File: config.mk
export PLATFORM = sky130hd
export DESIGN_NAME = mips_muldiv_seq
export DESIGN_NICKNAME = d
export VERILOG_FILES = /design/src/rtl/mips_muldiv_pkg.sv /design/src/rtl/mips_muldiv_step.sv /design/src/rtl/mips_muldiv_seq.sv
export SDC_FILE = /design/constraint.sdc
export NUM_CORES = 1
export LEC_CHECK = 0
export BUFFER_PORTS_ARGS = -buffer_cell sky130_fd_sc_hd__buf_2
export CORE_ASPECT_RATIO = 0.9
export CORE_MARGIN = 2
export CORE_UTILIZATION = 56
export CTS_CLUSTER_SIZE = 20
export DETAILED_ROUTE_END_ITERATION = 8
export GPL_ROUTABILITY_DRIVEN = 0
export PLACE_DENSITY_LB_ADDON = 0.12
export SYNTH_ARGS = -nofsm -noshare
export SYNTH_HDL_FRONTEND = slang
export SYNTH_SLANG_ARGS = --single-unit
File: constraint.sdc
create_clock -name clk -period 3.4 [get_ports clk]
set_input_delay 0.68 -clock clk [delete_from_list [all_inputs] [get_ports clk]]
set_output_delay 0.68 -clock clk [all_outputs]
set_load 0.05 [all_outputs]
File: src/rtl/mips_muldiv_pkg.sv
// Shared op codes, FSM state codes and op classification helpers for the MIPS HI/LO unit.
package mips_muldiv_pkg;

  typedef logic [2:0] op_t;

  localparam op_t OP_MULT  = 3'd0;
  localparam op_t OP_MULTU = 3'd1;
  localparam op_t OP_DIV   = 3'd2;
  localparam op_t OP_DIVU  = 3'd3;
  localparam op_t OP_MTHI  = 3'd4;
  localparam op_t OP_MTLO  = 3'd5;

  typedef logic [1:0] state_t;

  localparam state_t ST_IDLE = 2'd0;
  localparam state_t ST_RUN  = 2'd1;
  localparam state_t ST_FIX  = 2'd2;

  function automatic logic is_long_op(input op_t op);
    return op <= OP_DIVU;
  endfunction

  function automatic logic is_div_op(input op_t op);
    return (op == OP_DIV) || (op == OP_DIVU);
  endfunction

  function automatic logic is_signed_op(input op_t op);
    return (op == OP_MULT) || (op == OP_DIV);
  endfunction

endpackage

File: src/rtl/mips_muldiv_step.sv
// One combinational iteration block: BITS shift-add (multiply) or restoring-subtract (divide) steps.
module mips_muldiv_step #(
  parameter int unsigned WIDTH = 32,
  parameter int unsigned BITS  = 1
) (
  input  logic             is_div,
  input  logic [WIDTH-1:0] rem_in,
  input  logic [WIDTH-1:0] quo_in,
  input  logic [WIDTH-1:0] divisor,
  output logic [WIDTH-1:0] rem_out,
  output logic [WIDTH-1:0] quo_out
);

  logic [WIDTH-1:0] rem_v;
  logic [WIDTH-1:0] quo_v;
  logic [WIDTH:0]   trial;

  // Multiply: {rem,quo} is the product/multiplier pair shifted right, LSB first.
  // Divide: {rem,quo} is the partial remainder/dividend pair shifted left, MSB first.
  always_comb begin
    rem_v = rem_in;
    quo_v = quo_in;
    trial = '0;
    for (int unsigned j = 0; j < BITS; j++) begin
      if (is_div) begin
        trial = {rem_v, quo_v[WIDTH-1]};
        quo_v = {quo_v[WIDTH-2:0], 1'b0};
        if (trial >= {1'b0, divisor}) begin
          trial    = trial - {1'b0, divisor};
          quo_v[0] = 1'b1;
        end
        rem_v = trial[WIDTH-1:0];
      end else begin
        trial = {1'b0, rem_v} + (quo_v[0] ? {1'b0, divisor} : {(WIDTH+1){1'b0}});
        quo_v = {trial[0], quo_v[WIDTH-1:1]};
        rem_v = trial[WIDTH:1];
      end
    end
    rem_out = rem_v;
    quo_out = quo_v;
  end

endmodule

File: src/rtl/mips_muldiv_seq.sv
// Sequential MIPS multiply/divide unit with architectural HI/LO registers.
module mips_muldiv_seq
  import mips_muldiv_pkg::*;
#(
  parameter int unsigned WIDTH          = 32,
  parameter int unsigned BITS_PER_CYCLE = 1
) (
  input  logic             clk,
  input  logic             reset,
  input  logic             clk_enable,
  input  logic             start,
  input  op_t              op,
  input  logic [WIDTH-1:0] op_a,
  input  logic [WIDTH-1:0] op_b,
  output logic             busy,
  output logic             done,
  output logic             div_by_zero,
  output logic [WIDTH-1:0] hi,
  output logic [WIDTH-1:0] lo
);

  localparam int unsigned STEPS = WIDTH / BITS_PER_CYCLE;
  localparam int unsigned CNT_W = $clog2(STEPS + 1);
  localparam int unsigned PW    = 2 * WIDTH;

  state_t           state, state_d;
  logic [CNT_W-1:0] cnt, cnt_d;
  op_t              op_q, op_d;
  logic [WIDTH-1:0] a_q, a_d, b_q, b_d;
  logic [WIDTH-1:0] rem_q, rem_d, quo_q, quo_d, dvs_q, dvs_d;
  logic [WIDTH-1:0] hi_d, lo_d;
  logic             neg_lo, neg_lo_d, neg_hi, neg_hi_d;
  logic             busy_d, done_d, dbz_d;

  logic             sgn;
  logic [WIDTH-1:0] mag_a, mag_b, step_rem, step_quo, rem_fix, quo_fix;
  logic [PW-1:0]    prod_fix;

  mips_muldiv_step #(
    .WIDTH (WIDTH),
    .BITS  (BITS_PER_CYCLE)
  ) u_step (
    .is_div  (is_div_op(op_q)),
    .rem_in  (rem_q),
    .quo_in  (quo_q),
    .divisor (dvs_q),
    .rem_out (step_rem),
    .quo_out (step_quo)
  );

  // Operands are registered raw so the negate path stays off the input ports.
  assign sgn      = is_signed_op(op_q);
  assign mag_a    = (sgn && a_q[WIDTH-1]) ? WIDTH'(-a_q) : a_q;
  assign mag_b    = (sgn && b_q[WIDTH-1]) ? WIDTH'(-b_q) : b_q;
  assign prod_fix = neg_lo ? PW'(-{rem_q, quo_q}) : {rem_q, quo_q};
  assign quo_fix  = neg_lo ? WIDTH'(-quo_q) : quo_q;
  assign rem_fix  = neg_hi ? WIDTH'(-rem_q) : rem_q;

  // Next-state and next-output logic.
  always_comb begin
    state_d  = state;
    cnt_d    = cnt;
    op_d     = op_q;
    a_d      = a_q;
    b_d      = b_q;
    rem_d    = rem_q;
    quo_d    = quo_q;
    dvs_d    = dvs_q;
    neg_lo_d = neg_lo;
    neg_hi_d = neg_hi;
    hi_d     = hi;
    lo_d     = lo;
    busy_d   = 1'b0;
    done_d   = 1'b0;
    dbz_d    = 1'b0;
    case (state)
      ST_IDLE: begin
        if (start) begin
          if (is_long_op(op)) begin
            state_d = ST_RUN;
            cnt_d   = '0;
            op_d    = op;
            a_d     = op_a;
            b_d     = op_b;
          end else if (op == OP_MTHI) begin
            hi_d   = op_a;
            done_d = 1'b1;
          end else if (op == OP_MTLO) begin
            lo_d   = op_a;
            done_d = 1'b1;
          end
        end
      end
      ST_RUN: begin
        busy_d = 1'b1;
        cnt_d  = cnt + CNT_W'(1);
        if (cnt == '0) begin
          rem_d    = '0;
          quo_d    = mag_a;
          dvs_d    = mag_b;
          neg_lo_d = sgn & (a_q[WIDTH-1] ^ b_q[WIDTH-1]);
          neg_hi_d = sgn & is_div_op(op_q) & a_q[WIDTH-1];
        end else begin
          rem_d = step_rem;
          quo_d = step_quo;
          if (cnt == CNT_W'(STEPS)) state_d = ST_FIX;
        end
      end
      ST_FIX: begin
        state_d = ST_IDLE;
        cnt_d   = '0;
        done_d  = 1'b1;
        if (is_div_op(op_q)) begin
          if (b_q == '0) begin
            dbz_d = 1'b1;
          end else begin
            hi_d = rem_fix;
            lo_d = quo_fix;
          end
        end else begin
          hi_d = prod_fix[PW-1:WIDTH];
          lo_d = prod_fix[WIDTH-1:0];
        end
      end
      default: state_d = ST_IDLE;
    endcase
  end

  always_ff @(posedge clk) begin
    if (reset) begin
      state       <= ST_IDLE;
      cnt         <= '0;
      op_q        <= OP_MULT;
      a_q         <= '0;
      b_q         <= '0;
      rem_q       <= '0;
      quo_q       <= '0;
      dvs_q       <= '0;
      neg_lo      <= 1'b0;
      neg_hi      <= 1'b0;
      hi          <= '0;
      lo          <= '0;
      busy        <= 1'b0;
      done        <= 1'b0;
      div_by_zero <= 1'b0;
    end else if (clk_enable) begin
      state       <= state_d;
      cnt         <= cnt_d;
      op_q        <= op_d;
      a_q         <= a_d;
      b_q         <= b_d;
      rem_q       <= rem_d;
      quo_q       <= quo_d;
      dvs_q       <= dvs_d;
      neg_lo      <= neg_lo_d;
      neg_hi      <= neg_hi_d;
      hi          <= hi_d;
      lo          <= lo_d;
      busy        <= busy_d;
      done        <= done_d;
      div_by_zero <= dbz_d;
    end
  end

endmodule

==> out/qor.txt <==
=================================================================================
Area growth from synthesis to layout ...............................        14.9%
Gr usage total .....................................................        35.5%
Clock buffers created by TritonCTS .................................           27
Cell depth of the worst min-delay path .............................            3
CP Max Fanout ......................................................            9
Synth cell types ...................................................           75
Ratio of cells with drive above 1 in the final layout ..............        13.2%
Average vias per placed instance ...................................         6.38
Most common library cell in the layout ignoring fill and taps ...... sky130_fd_sc_hd__nand2_1
Final WL ...........................................................      58.9 mm
Most used flip-flop cell after synthesis ........................... sky130_fd_sc_hd__dfxtp_1
Endpoint of the most critical register-to-register path ............       hi[19]
Type of the worst min-delay path ................................... input pin to flop
Warning count from the yosys run ...................................            0
Clock sinks ........................................................          240
Fillcell total .....................................................         2698
Classification of the worst setup path ............................. flop to flop
Starting utilization of the core area ..............................        56.5%
Instance count of the mapped netlist ...............................         2312
Maximum clock frequency ............................................      300 MHz
CTS root buf ....................................................... sky130_fd_sc_hd__clkbuf_16
Latest clock arrival within the worst-skew pair ....................      0.56 ns
Final number of setup-violating endpoints ..........................            0
Met3 routing resource usage after global routing ...................        9.71%
Worst VDD drop .....................................................       360 uV
Unrepaired setup endpoints after global routing ....................           no
Fin util ...........................................................        64.9%
Largest buffer count on any clock path .............................            3
Status ............................................................. complete, no violations
Height of the die ..................................................       168 um
Overflow left after global routing .................................            0
Arr. time, crit path ...............................................      3.78 ns
Element type at the critical path end ..............................         flop
Met2 capacity usage during global routing ..........................        52.3%
Hold endpoint ......................................................      b_q[22]
Hold Fails Final Rpt ...............................................            0
Number of nets in the finished design ..............................         2559
Number of optimization iterations in the first detailed-route pass .            6
Minimum period implied by the final worst setup slack ..............      3.34 ns
Pin count of the biggest net entering global routing ...............          186
Count of flip-flops with a built-in enable after synthesis .........            0
Number of port buffers .............................................          137
Resized Gates After CTS ............................................            0
Total DRC errors in the routed layout ..............................            0
Std cell rows ......................................................           60
Clock Pin Slew Worst Setup and Hold Paths ..........................      0.06 ns
Slew HR ............................................................        43.7%
TritonCTS clock tree ...............................................         done
Cts hold-fix bufs ..................................................            0
Worst Max-Slew Pin Slew ............................................     0.840 ns
Total number of vias ...............................................        18.1k
Num ports ..........................................................          138
HPWL reported at the end of detailed placement .....................      43.7 mm
Net Count, Synth ...................................................         2458
GR peak layer ......................................................         met2
Chip Width .........................................................       187 um
Cell Count Post-Placement ..........................................         2787
Setup Buffers After CTS ............................................            0
Critical path launch point type ....................................         flop
Share of synthesized area occupied by flip-flops and latches .......        28.6%
Hold Worst Slack ...................................................     0.359 ns
Number of levels in the clock H-tree ...............................            1
Max-capacitance violation count ....................................            0
Worst clock skew ...................................................    0.0108 ns
Area of the die ....................................................  0.0314 mm^2
Leakage power ......................................................   0.00813 uW
PD cells ...........................................................  421 mW/mm^2
Post-route insts no fill ...........................................         2838
Worst reg2reg startpoint ...........................................    quo_q[13]
Setup slack, reg-to-reg ............................................      0.06 ns
Share of the clock period used by the worst path ...................        98.2%
Crit path required time ............................................      3.85 ns
Initial antenna violation count ....................................            0
Residual antenna-violating net count after detailed routing ........            0
M1 GR Usage ........................................................        50.6%
Hold wc startpoint .................................................     op_b[22]
Async S/R FF share, synth ..........................................           0%
Routed wire per std cell ...........................................      20.7 um
Initial drt markers ................................................         2273
Post-route setup TNS ...............................................         0 ns
Synthesized flop and latch total ...................................          240
Most frequent cells in the layout .................................. sky130_fd_sc_hd__nand2_1 (349), sky130_fd_sc_hd__a21oi_1 (256), sky130_fd_sc_hd__nor2_1 (250)
Area inside the core boundary ......................................  0.0297 mm^2
Max-slew violation count ...........................................            0
Worst R2R Path Depth ...............................................            8
First-pass GRT wire length .........................................      89.7 mm
Syn_area_per_cell ..................................................    7.27 um^2
Vias in the first global route .....................................        16.3k
Post-synth design cell area ........................................  0.0168 mm^2
=================================================================================
==> cells in the mapped netlist, drive strengths merged (5+ instances only) <==
library cell  count  area (um^2)
a211o            15          133
a211oi           75          563
a21o             25          188
a21oi           258         1290
a22o              5         43.8
a22oi            14          105
a311oi           12          105
a31o              5         43.8
a31oi            22          138
a32oi             5         43.8
and2             15         96.3
and3             19          119
buf              13         68.8
clkbuf          148          556
dfxtp           240         4800
ha               73          913
inv              75          282
mux2i            48          480
nand2           349         1310
nand2b           18          113
nand3            55          275
nand4            11         68.8
nor2            252          946
nor2b            14         87.6
nor3             45          225
nor4             22          153
o211ai           36          270
o21a              9         67.6
o21ai           112          561
o21bai            6         45.0
o31ai            29          218
o41ai            18          191
or2               9         56.3
or3              21          131
or4              22          173
xnor2            66          578
xor2             91          797
==> per-layer routing <==
metal	wire [um]	up-vias	part of all wire (%)
li1	-	8438	-
met1	25300	8385	43
met2	23900	1117	41
met3	7790	170	13
met4	1920	0	3.3
met5	0	-	0
==> layout make-up <==
type / count / area (um^2) / share of cell area, %
Antenna cell: 1 / 2.50 / 0.0130
Inverter: 75 / 282 / 1.46
Clock inverter: 18 / 322 / 1.67
Multi-Input combinational cell: 1836 / 11200 / 57.9
Clock buffer: 32 / 734 / 3.80
Sequential cell: 240 / 4800 / 24.9
Tap cell: 403 / 504 / 2.61
Timing Repair Buffer: 233 / 1480 / 7.64
==> where the power goes <==
part	switching, uW	internal, uW	leakage [uW]
Sequential	65.3	2880	0.00194
Clock	1290	2160	0.000514
Combinational	1060	671	0.00567
Total	2420	5710	0.00813
==> registers in the layout, summed over array words and instances, names as in the netlist <==
name         flops
a_q             32
b_q             32
dvs_q           32
hi              32
lo              32
quo_q           32
rem_q           32
cnt              6
op_q             3
state            2
busy             1
div_by_zero      1
done             1
neg_hi           1
neg_lo           1
==> cells by family after synthesis <==
family                     synth area share (%)
buffers and inverters                      5.39
muxes                                      2.99
adders and majority gates                  5.67
DFF                                        28.6
and+or+nand+nor                            23.1
AOI/OAI and AO/OA                          26.1
xor gates and xnor gates                   8.18
==> worst max-delay path by stage <==
stage / start / to / slack (ns) / cells after the start
after CTS: dvs_q[8] / rem_q[13] / 0.05 / 10
after floorplan: quo_q[13] / hi[23] / 0.02 / 11
after detailed placement: quo_q[0] / hi[20] / 0.08 / 12
after global placement: quo_q[13] / hi[19] / 0.15 / 8
final: quo_q[13] / hi[19] / 0.06 / 8
after global routing: quo_q[0] / rem_q[29] / 0.002 / 12
==> worst max-delay path, stage by stage (launching register included) <==
cell	delay, ns
sky130_fd_sc_hd__dfxtp_1	0.31
sky130_fd_sc_hd__or4_4	0.56
sky130_fd_sc_hd__or4b_1	0.56
sky130_fd_sc_hd__or4_4	0.58
sky130_fd_sc_hd__and2_4	0.24
sky130_fd_sc_hd__o41ai_4	0.30
sky130_fd_sc_hd__xor2_1	0.34
sky130_fd_sc_hd__a211oi_1	0.15
sky130_fd_sc_hd__a21o_1	0.20
==> stage by stage <==
step | total power (uW) | setup slack (ns) | cell area [um^2]
6_report | 8130 | 0.0623 | 19300
5_1_grt | 8390 | 0.00160 | 19300
4_1_cts | 8090 | 0.0503 | 19300
3_5_place_dp | 4670 | 0.0850 | 18200
3_3_place_gp | 4630 | 0.151 | 18200
2_1_floorplan | 4130 | 0.0159 | 16800
Note: power is estimated with default switching activity, not from simulation.
